[src/rtl/calc_accum_seq_pkg.sv]
// Shared definitions for the chained hex calculator: operation codes and
// the controller state type.
package calc_pkg;

  // Operation encodings carried on the 3-bit func input.
  localparam logic [2:0] FN_ADD = 3'b000;
  localparam logic [2:0] FN_SUB = 3'b001;
  localparam logic [2:0] FN_MUL = 3'b010;
  localparam logic [2:0] FN_DIV = 3'b011;
  localparam logic [2:0] FN_MOD = 3'b100;
  localparam logic [2:0] FN_SQR = 3'b101;
  localparam logic [2:0] FN_CLR = 3'b110;
  localparam logic [2:0] FN_RSV = 3'b111;

  // Controller states: wait for a press, execute, iterate the divider,
  // commit the divider output.
  typedef enum logic [1:0] {
    ST_IDLE = 2'b00,
    ST_EXEC = 2'b01,
    ST_DIV  = 2'b10,
    ST_DONE = 2'b11
  } state_t;

endpackage

[src/rtl/calc_accum_seq_if.sv]
// Front-panel bus of the calculator: button, operation select, operands
// and the accumulator/status read back by the display path.
interface calc_accum_seq_if #(
  parameter int W  = 8,
  parameter int RW = 32
);

  logic          button;
  logic [2:0]    func;
  logic [W-1:0]  num1;
  logic [W-1:0]  num2;
  logic [RW-1:0] result;
  logic          busy;
  logic          chain;
  logic          err_div0;
  logic          ovf;

  // Panel side: drives the controls, observes the accumulator.
  modport master (
    output button, func, num1, num2,
    input  result, busy, chain, err_div0, ovf
  );

  // Calculator side.
  modport slave (
    input  button, func, num1, num2,
    output result, busy, chain, err_div0, ovf
  );

endinterface

[src/rtl/calc_accum_seq_debounce.sv]
// Push-button conditioner: 2-FF synchroniser, stable-level debouncer and
// rising-edge press pulse. Also used for the display mode buttons.
module btn_debounce #(
  parameter int DEB_CYCLES = 150000
) (
  input  logic clk_g,
  input  logic rst_n,
  input  logic btn_raw,
  output logic level,
  output logic press
);

  localparam int CW = (DEB_CYCLES > 1) ? $clog2(DEB_CYCLES + 1) : 1;

  logic          sync_a;
  logic          sync_b;
  logic          level_d;
  logic [CW-1:0] cnt;

  // Bring the asynchronous button into the clock domain.
  // NOTE: clocked state uses <= so every flop samples the pre-edge value;
  // with = the second stage would copy the first in the same edge.
  always_ff @(posedge clk_g or negedge rst_n) begin
    if (!rst_n) begin
      sync_a <= 1'b0;
      sync_b <= 1'b0;
    end else begin
      sync_a <= btn_raw;
      sync_b <= sync_a;
    end
  end

  // Toggle the debounced level only after an unbroken run of differing cycles.
  always_ff @(posedge clk_g or negedge rst_n) begin
    if (!rst_n) begin
      level <= 1'b0;
      cnt   <= '0;
    end else if (sync_b != level) begin
      if (cnt == CW'(DEB_CYCLES - 1)) begin
        level <= ~level;
        cnt   <= '0;
      end else begin
        cnt <= cnt + 1'b1;
      end
    end else begin
      cnt <= '0;
    end
  end

  // Delayed copy of the level for edge detection.
  always_ff @(posedge clk_g or negedge rst_n) begin
    if (!rst_n) level_d <= 1'b0;
    else        level_d <= level;
  end

  assign press = level & ~level_d;

endmodule

[src/rtl/calc_accum_seq.sv]
// Chained calculator: one operation per debounced press, accumulating into
// result. Single-cycle add/sub/mul/square; div/mod on a restoring
// shift-subtract divider taking one quotient bit per cycle.
module calc_accum_seq
  import calc_pkg::*;
#(
  parameter int W          = 8,
  parameter int RW         = 32,
  parameter int DEB_CYCLES = 150000
) (
  input logic             clk_g,
  input logic             rst_n,
  calc_accum_seq_if.slave bus
);

  localparam int PW = 2 * RW;
  localparam int CW = $clog2(RW + 1);

  state_t        state;
  logic [2:0]    op;
  logic [RW-1:0] opa;
  logic [RW-1:0] opb;
  logic [RW-1:0] quo;
  logic [RW-1:0] rem;
  logic [CW-1:0] cnt;
  logic [RW-1:0] result;
  logic          chain;
  logic          err_div0;
  logic          ovf;

  logic          btn_level;
  logic          press;
  logic          accept;
  logic [RW-1:0] a_sel;
  logic [RW:0]   sum;
  logic [PW-1:0] prod;
  logic [RW:0]   shifted;
  logic [RW:0]   diff;

  btn_debounce #(
    .DEB_CYCLES (DEB_CYCLES)
  ) u_btn (
    .clk_g   (clk_g),
    .rst_n   (rst_n),
    .btn_raw (bus.button),
    .level   (btn_level),
    .press   (press)
  );

  // A press only counts while the debounced level is high and we are idle.
  assign accept = press && btn_level && (state == ST_IDLE);

  // First op of a chain takes num1; later ops reuse the accumulator.
  assign a_sel = chain ? result : RW'(bus.num1);

  assign sum  = {1'b0, opa} + {1'b0, opb};
  assign prod = PW'(opa) * PW'(opb);

  // Restoring divider step: bring in the next dividend bit, try subtracting.
  assign shifted = {rem, quo[RW-1]};
  assign diff    = shifted - {1'b0, opb};

  // Controller and datapath; reset aborts any divide in flight.
  always_ff @(posedge clk_g or negedge rst_n) begin
    if (!rst_n) begin
      state    <= ST_IDLE;
      op       <= FN_ADD;
      opa      <= '0;
      opb      <= '0;
      quo      <= '0;
      rem      <= '0;
      cnt      <= '0;
      result   <= '0;
      chain    <= 1'b0;
      err_div0 <= 1'b0;
      ovf      <= 1'b0;
    end else begin
      case (state)
        ST_IDLE: begin
          if (accept) begin
            op    <= bus.func;
            opa   <= a_sel;
            // Square is a multiply of A by itself.
            opb   <= (bus.func == FN_SQR) ? a_sel : RW'(bus.num2);
            state <= ST_EXEC;
          end
        end

        ST_EXEC: begin
          state <= ST_IDLE;
          case (op)
            FN_ADD: begin
              result <= sum[RW-1:0];
              chain  <= 1'b1;
              if (sum[RW]) ovf <= 1'b1;
            end
            FN_SUB: begin
              result <= opa - opb;
              chain  <= 1'b1;
              if (opa < opb) ovf <= 1'b1;
            end
            FN_MUL, FN_SQR: begin
              result <= prod[RW-1:0];
              chain  <= 1'b1;
              if (|prod[PW-1:RW]) ovf <= 1'b1;
            end
            FN_DIV, FN_MOD: begin
              if (opb == '0) begin
                err_div0 <= 1'b1;
                chain    <= 1'b1;
              end else begin
                rem   <= '0;
                quo   <= opa;
                cnt   <= '0;
                state <= ST_DIV;
              end
            end
            FN_CLR: begin
              result   <= '0;
              chain    <= 1'b0;
              err_div0 <= 1'b0;
              ovf      <= 1'b0;
            end
            default: begin
              chain <= 1'b1;
            end
          endcase
        end

        ST_DIV: begin
          if (!diff[RW]) begin
            rem <= diff[RW-1:0];
            quo <= {quo[RW-2:0], 1'b1};
          end else begin
            rem <= shifted[RW-1:0];
            quo <= {quo[RW-2:0], 1'b0};
          end
          cnt <= cnt + 1'b1;
          if (cnt == CW'(RW - 1)) state <= ST_DONE;
        end

        ST_DONE: begin
          result <= (op == FN_DIV) ? quo : rem;
          chain  <= 1'b1;
          state  <= ST_IDLE;
        end

        default: state <= ST_IDLE;
      endcase
    end
  end

  assign bus.result   = result;
  assign bus.busy     = (state != ST_IDLE);
  assign bus.chain    = chain;
  assign bus.err_div0 = err_div0;
  assign bus.ovf      = ovf;

endmodule

[src/flat_wrapper.sv]
// flat-port wrapper written by rule: the top's interface ports become plain ports
module calc_accum_seq_flat import calc_pkg::*;
#(
  parameter int W          = 8,
  parameter int RW         = 32,
  parameter int DEB_CYCLES = 150000
)
  (clk_g, rst_n, bus_button, bus_func, bus_num1, bus_num2, bus_result, bus_busy, bus_chain, bus_err_div0, bus_ovf);
  calc_accum_seq_if #(.W(W), .RW(RW)) bus_i ();
  input logic clk_g;
  input logic rst_n;
  input wire logic [$bits(bus_i.button)-1:0] bus_button;
  input wire logic [$bits(bus_i.func)-1:0] bus_func;
  input wire logic [$bits(bus_i.num1)-1:0] bus_num1;
  input wire logic [$bits(bus_i.num2)-1:0] bus_num2;
  output wire logic [$bits(bus_i.result)-1:0] bus_result;
  output wire logic [$bits(bus_i.busy)-1:0] bus_busy;
  output wire logic [$bits(bus_i.chain)-1:0] bus_chain;
  output wire logic [$bits(bus_i.err_div0)-1:0] bus_err_div0;
  output wire logic [$bits(bus_i.ovf)-1:0] bus_ovf;
  assign bus_i.button = bus_button;
  assign bus_i.func = bus_func;
  assign bus_i.num1 = bus_num1;
  assign bus_i.num2 = bus_num2;
  assign bus_result = bus_i.result;
  assign bus_busy = bus_i.busy;
  assign bus_chain = bus_i.chain;
  assign bus_err_div0 = bus_i.err_div0;
  assign bus_ovf = bus_i.ovf;
  calc_accum_seq #(.W(W), .RW(RW), .DEB_CYCLES(DEB_CYCLES)) u_core (.clk_g(clk_g), .rst_n(rst_n), .bus(bus_i));
endmodule
[config.mk]
export PLATFORM = sky130hd
export DESIGN_NAME = calc_accum_seq_flat
export DESIGN_NICKNAME = d
export VERILOG_FILES = /design/src/rtl/calc_accum_seq_pkg.sv /design/src/rtl/calc_accum_seq_if.sv /design/src/rtl/calc_accum_seq_debounce.sv /design/src/rtl/calc_accum_seq.sv /design/src/flat_wrapper.sv
export SDC_FILE = /design/constraint.sdc
export NUM_CORES = 2
export LEC_CHECK = 0
export ABC_AREA = 1
export BUFFER_PORTS_ARGS = -buffer_cell sky130_fd_sc_hd__buf_4
export CORE_UTILIZATION = 45
export DETAILED_ROUTE_END_ITERATION = 16
export GPL_TIMING_DRIVEN = 0
export PLACE_DENSITY = 0.61
export REMOVE_ABC_BUFFERS = 1
export SLEW_MARGIN = 40
export SYNTH_ARGS = -nofsm -noshare
export SYNTH_HDL_FRONTEND = slang
export SYNTH_SLANG_ARGS = --single-unit
[constraint.sdc]
create_clock -name clk_g -period 10.2 [get_ports clk_g]
set_clock_uncertainty 0.05 [all_clocks]
set_input_delay 2.04 -clock clk_g [delete_from_list [all_inputs] [get_ports clk_g]]
set_output_delay 2.04 -clock clk_g [all_outputs]
set_load 0.005 [all_outputs]
==> impl_results.md <==
* Most common cell in the netlist: nand2_1
* Drt wl/cell at 19.46 µm
* Cell variety after synth at 66
* Seq. cell area at 5107 µm²
* Top Ports at 58
* Sequential-to-total area share from yosys stat at 0.09645
* Row cnt at 122
* DP HPWL at 132800 µm
* Detailed Route WL at 161700 µm
* Outcome: completed
* Post-cts resize count at 0
* Drt pass-1 iters at 6
* Number of buffers added on ports at 57
* Async S/R FF share, synth at 1.000
* GRT Util Overall at 0.2881
* Post-synth top area cell: fa_1
* Post-CTS setup buffers at 0
* Synth top cells by count: nand2_1 (1931), inv_1 (1842), fa_1 (899), ha_1 (365), clkbuf_1 (299)
* Placer Congestion at 1.012
* Synth area leaders: fa_1 (35%), nand2_1 (14%), inv_1 (14%), dfrtp_1 (9.6%), ha_1 (9.0%)
* Largest net degree at the start of global routing at 68
* Share of layout cells above drive strength 1 at 0.04659
* Starting density of the core at 0.4570
* Worst-Margin Slew at 891.9 ps
* Post-synthesis area per instance at 7.243 µm²
* Ant diodes at 0
* Yosys warning count at 0
* Area Growth Syn to Fin at 5.856%
* Yosys reg bits at 196
* Main synth FF type: dfrtp_1
* Mapped Area at 50850 µm²
* Finished Cell Area at 53830 µm²
* Worst Path Class, Setup: flip-flop to flip-flop
* Post-Synthesis Cells at 7021
* DRC viols at 0
* Period utilization at 0.8035
* CP Buf/Inv Count at 4
* Root Driver: clkbuf_16
* Synth top area share at 0.3539
* Max VDD drop at 108.0 µV
* Fmax achieved at 0.1220 GHz
* RSZ-0062 raised after global routing: false
* Worst slew margin at 0.4054
* PD cells at 28.83 nW/µm²
* Worst path most repeated cell: fa_1
* Final #Nets at 8098
* Area of the multi-input gates at 37640 µm²
* First-pass GRT wire length at 257800 µm
* H-tree depth at 4
* Clk_lat worst skew at 470 ps
* Fillers at 11160
* Chip Width at 338.2 µm
* Max FO, Critical Path at 34
* CTS tree: yes
* DR vias at 43540
* DRT antenna net count at 0
* HP Class: flip-flop to flip-flop
* Worst EP required at 10500 ps
* Die ar. at 114400 µm²
* Final Max Tran Viols at 0
* Setup_tns at 0 ps
* Top delay family on crit path: adder cells
* Leakage at 29.56 nW
* # Max-Cap Violations at 0
* CTS Hold Bufs at 0
* Die height at 338.2 µm
* Core footprint at 111300 µm²
* Vias per cell at 5.237
* Final min period at 8196 ps
* DP Area at 53190 µm²
* Number of flops mapped to enable cells by yosys at 0
* Final hold violations at 0
* Total global routing overflow at 0
* CP endpoint kind: flip-flop
* Worst Path Arrival at 8500 ps
* Clock buffer depth at 2
* Slowest cell on crit path: dfrtp_4
* Clock sink total at 196
* CTS Buf Count at 17
* Startpoint types: flip-flop
* Initial antenna violation count at 4
* Endpoints failing setup at 0
* Reg clk slew, reported paths at 80 ps
* Critical Path Max Stage Delay at 790 ps
* Vias in the first global route at 45220
* 1st-iter DRT viols at 3788
## layer usage
metal	vias up	share of wire	track usage	routed length [µm]
li1	20160	-	-	-
met4	2	0.024	0.06468	3830
met5	-	0.00011	0	18
met2	1450	0.48	0.4851	77050
met1	21730	0.44	0.4005	70500
met3	199	0.064	0.02768	10330
## registers in the layout, summed over array words and instances (netlist names), named ones only
| signal | flops |
|---|---|
| u_core.u_btn.cnt | 18 |
| u_core.bus.err_div0 | 1 |
| u_core.rem | 32 |
| u_core.bus.result | 32 |
| u_core.quo | 32 |
| u_core.opb | 32 |
| u_core.u_btn.sync_a | 1 |
| u_core.state | 1 |
| u_core.cnt | 6 |
| u_core.bus.chain | 1 |
| u_core.op | 3 |
| u_core.opa | 32 |
| u_core.bus.ovf | 1 |
| u_core.u_btn.sync_b | 1 |
| u_core.u_btn.level_d | 1 |
| u_core.u_btn.level | 1 |
## per-stage QoR
| step | worst slack, ps | std cells | power [mW] | hold slack (ps) | utilization |
|---|---|---|---|---|---|
| global placement | 870.3 | 8222 | 0.8252 | 283.6 | 0.4653 |
| global route | 1745 | 8313 | 1.591 | 320.1 | 0.4837 |
| detailed placement | 2134 | 8281 | 0.8311 | 287.3 | 0.4780 |
| CTS | 2087 | 8313 | 1.563 | 307.5 | 0.4837 |
| floorplan | 3343 | 6677 | 0.8007 | 281.2 | - |
| finish | 2004 | 8313 | 1.552 | 303.5 | 0.4837 |
## worst paths after layout
path | start | end | slack [ps] | cells past startpoint
hold / removal | u_core.u_btn.sync_a | u_core.u_btn.sync_b | 300 | 0
setup reg to reg | u_core.opb[22] | u_core.bus.ovf | 2000 | 26
setup / recovery | u_core.opb[22] | u_core.bus.ovf | 2000 | 26
min in group asynchronous | rst_n | u_core.u_btn.cnt[11] | 1340 | 1
max in group asynchronous | rst_n | u_core.opb[8] | 7490 | 4
hold reg to reg | u_core.u_btn.sync_a | u_core.u_btn.sync_b | 300 | 0
## layout by cell type (no fill, tap or decap), drive strengths merged, types with 9 or more instances in the layout
| cell | instances |
|---|---|
| o32ai | 23 |
| fa | 899 |
| o211ai | 31 |
| nor4 | 19 |
| o21bai | 15 |
| xnor2 | 24 |
| nand3 | 194 |
| nor2 | 303 |
| nor3 | 55 |
| inv | 1873 |
| nand4 | 30 |
| nand2 | 1943 |
| nand3b | 10 |
| o221ai | 15 |
| ha | 365 |
| a22oi | 30 |
| a31oi | 21 |
| buf | 116 |
| a21oi | 269 |
| a21o | 20 |
| dfrtp | 196 |
| clkinv | 9 |
| o21ai | 255 |
| xor2 | 27 |
| clkbuf | 18 |
| or2 | 17 |
## worst reg2reg max path: stages, from the launching register on
cell	delay (ps)
dfrtp_4	790
ha_1	540
fa_1	480
inv_1	80
fa_1	440
fa_1	500
fa_1	480
fa_1	430
fa_1	520
fa_1	500
inv_1	40
ha_1	270
ha_1	500
nand2_1	90
inv_1	110
nand2_1	150
nor3_1	520
nand2_1	270
nand3b_1	390
nand3_1	190
nand2_1	70
inv_1	60
nand3_1	70
nor2_1	130
nand3_1	210
nand3_1	140
nand2_1	80
## area by class of cell
cell class                      count  area share
Timing Repair Buffer              116     0.02896
Clock buffer                       18    0.008158
Tap cell                         1488     0.03459
Clock inverter                     14    0.003765
Inverter                         1870      0.1305
Sequential cell                   196     0.09488
Multi-Input combinational cell   4611      0.6992
## cell families after synthesis
group / Yosys count / share of synthesized area
buffers and inverters: 2214 / 0.1649
AO/OA/AOI/OAI: 709 / 0.08006
flip-flops: 196 / 0.09645
multiplexers: 8 / 0.001599
adder cells (fa/ha/maj): 1264 / 0.4437
AND/OR/NAND/NOR: 2579 / 0.2045
XOR/XNOR: 51 / 0.008784
## report_power, final
part / total (mW) / leakage, nW / switching [mW] / internal, mW
clock network: 0.739 / 0.313 / 0.353 / 0.386
logic: 0.0355 / 26.8 / 0.0237 / 0.0118
registers: 0.778 / 2.46 / 0.000882 / 0.777
total: 1.55 / 29.6 / 0.377 / 1.17
No activity file was read; power rests on OpenSTA's default activity.
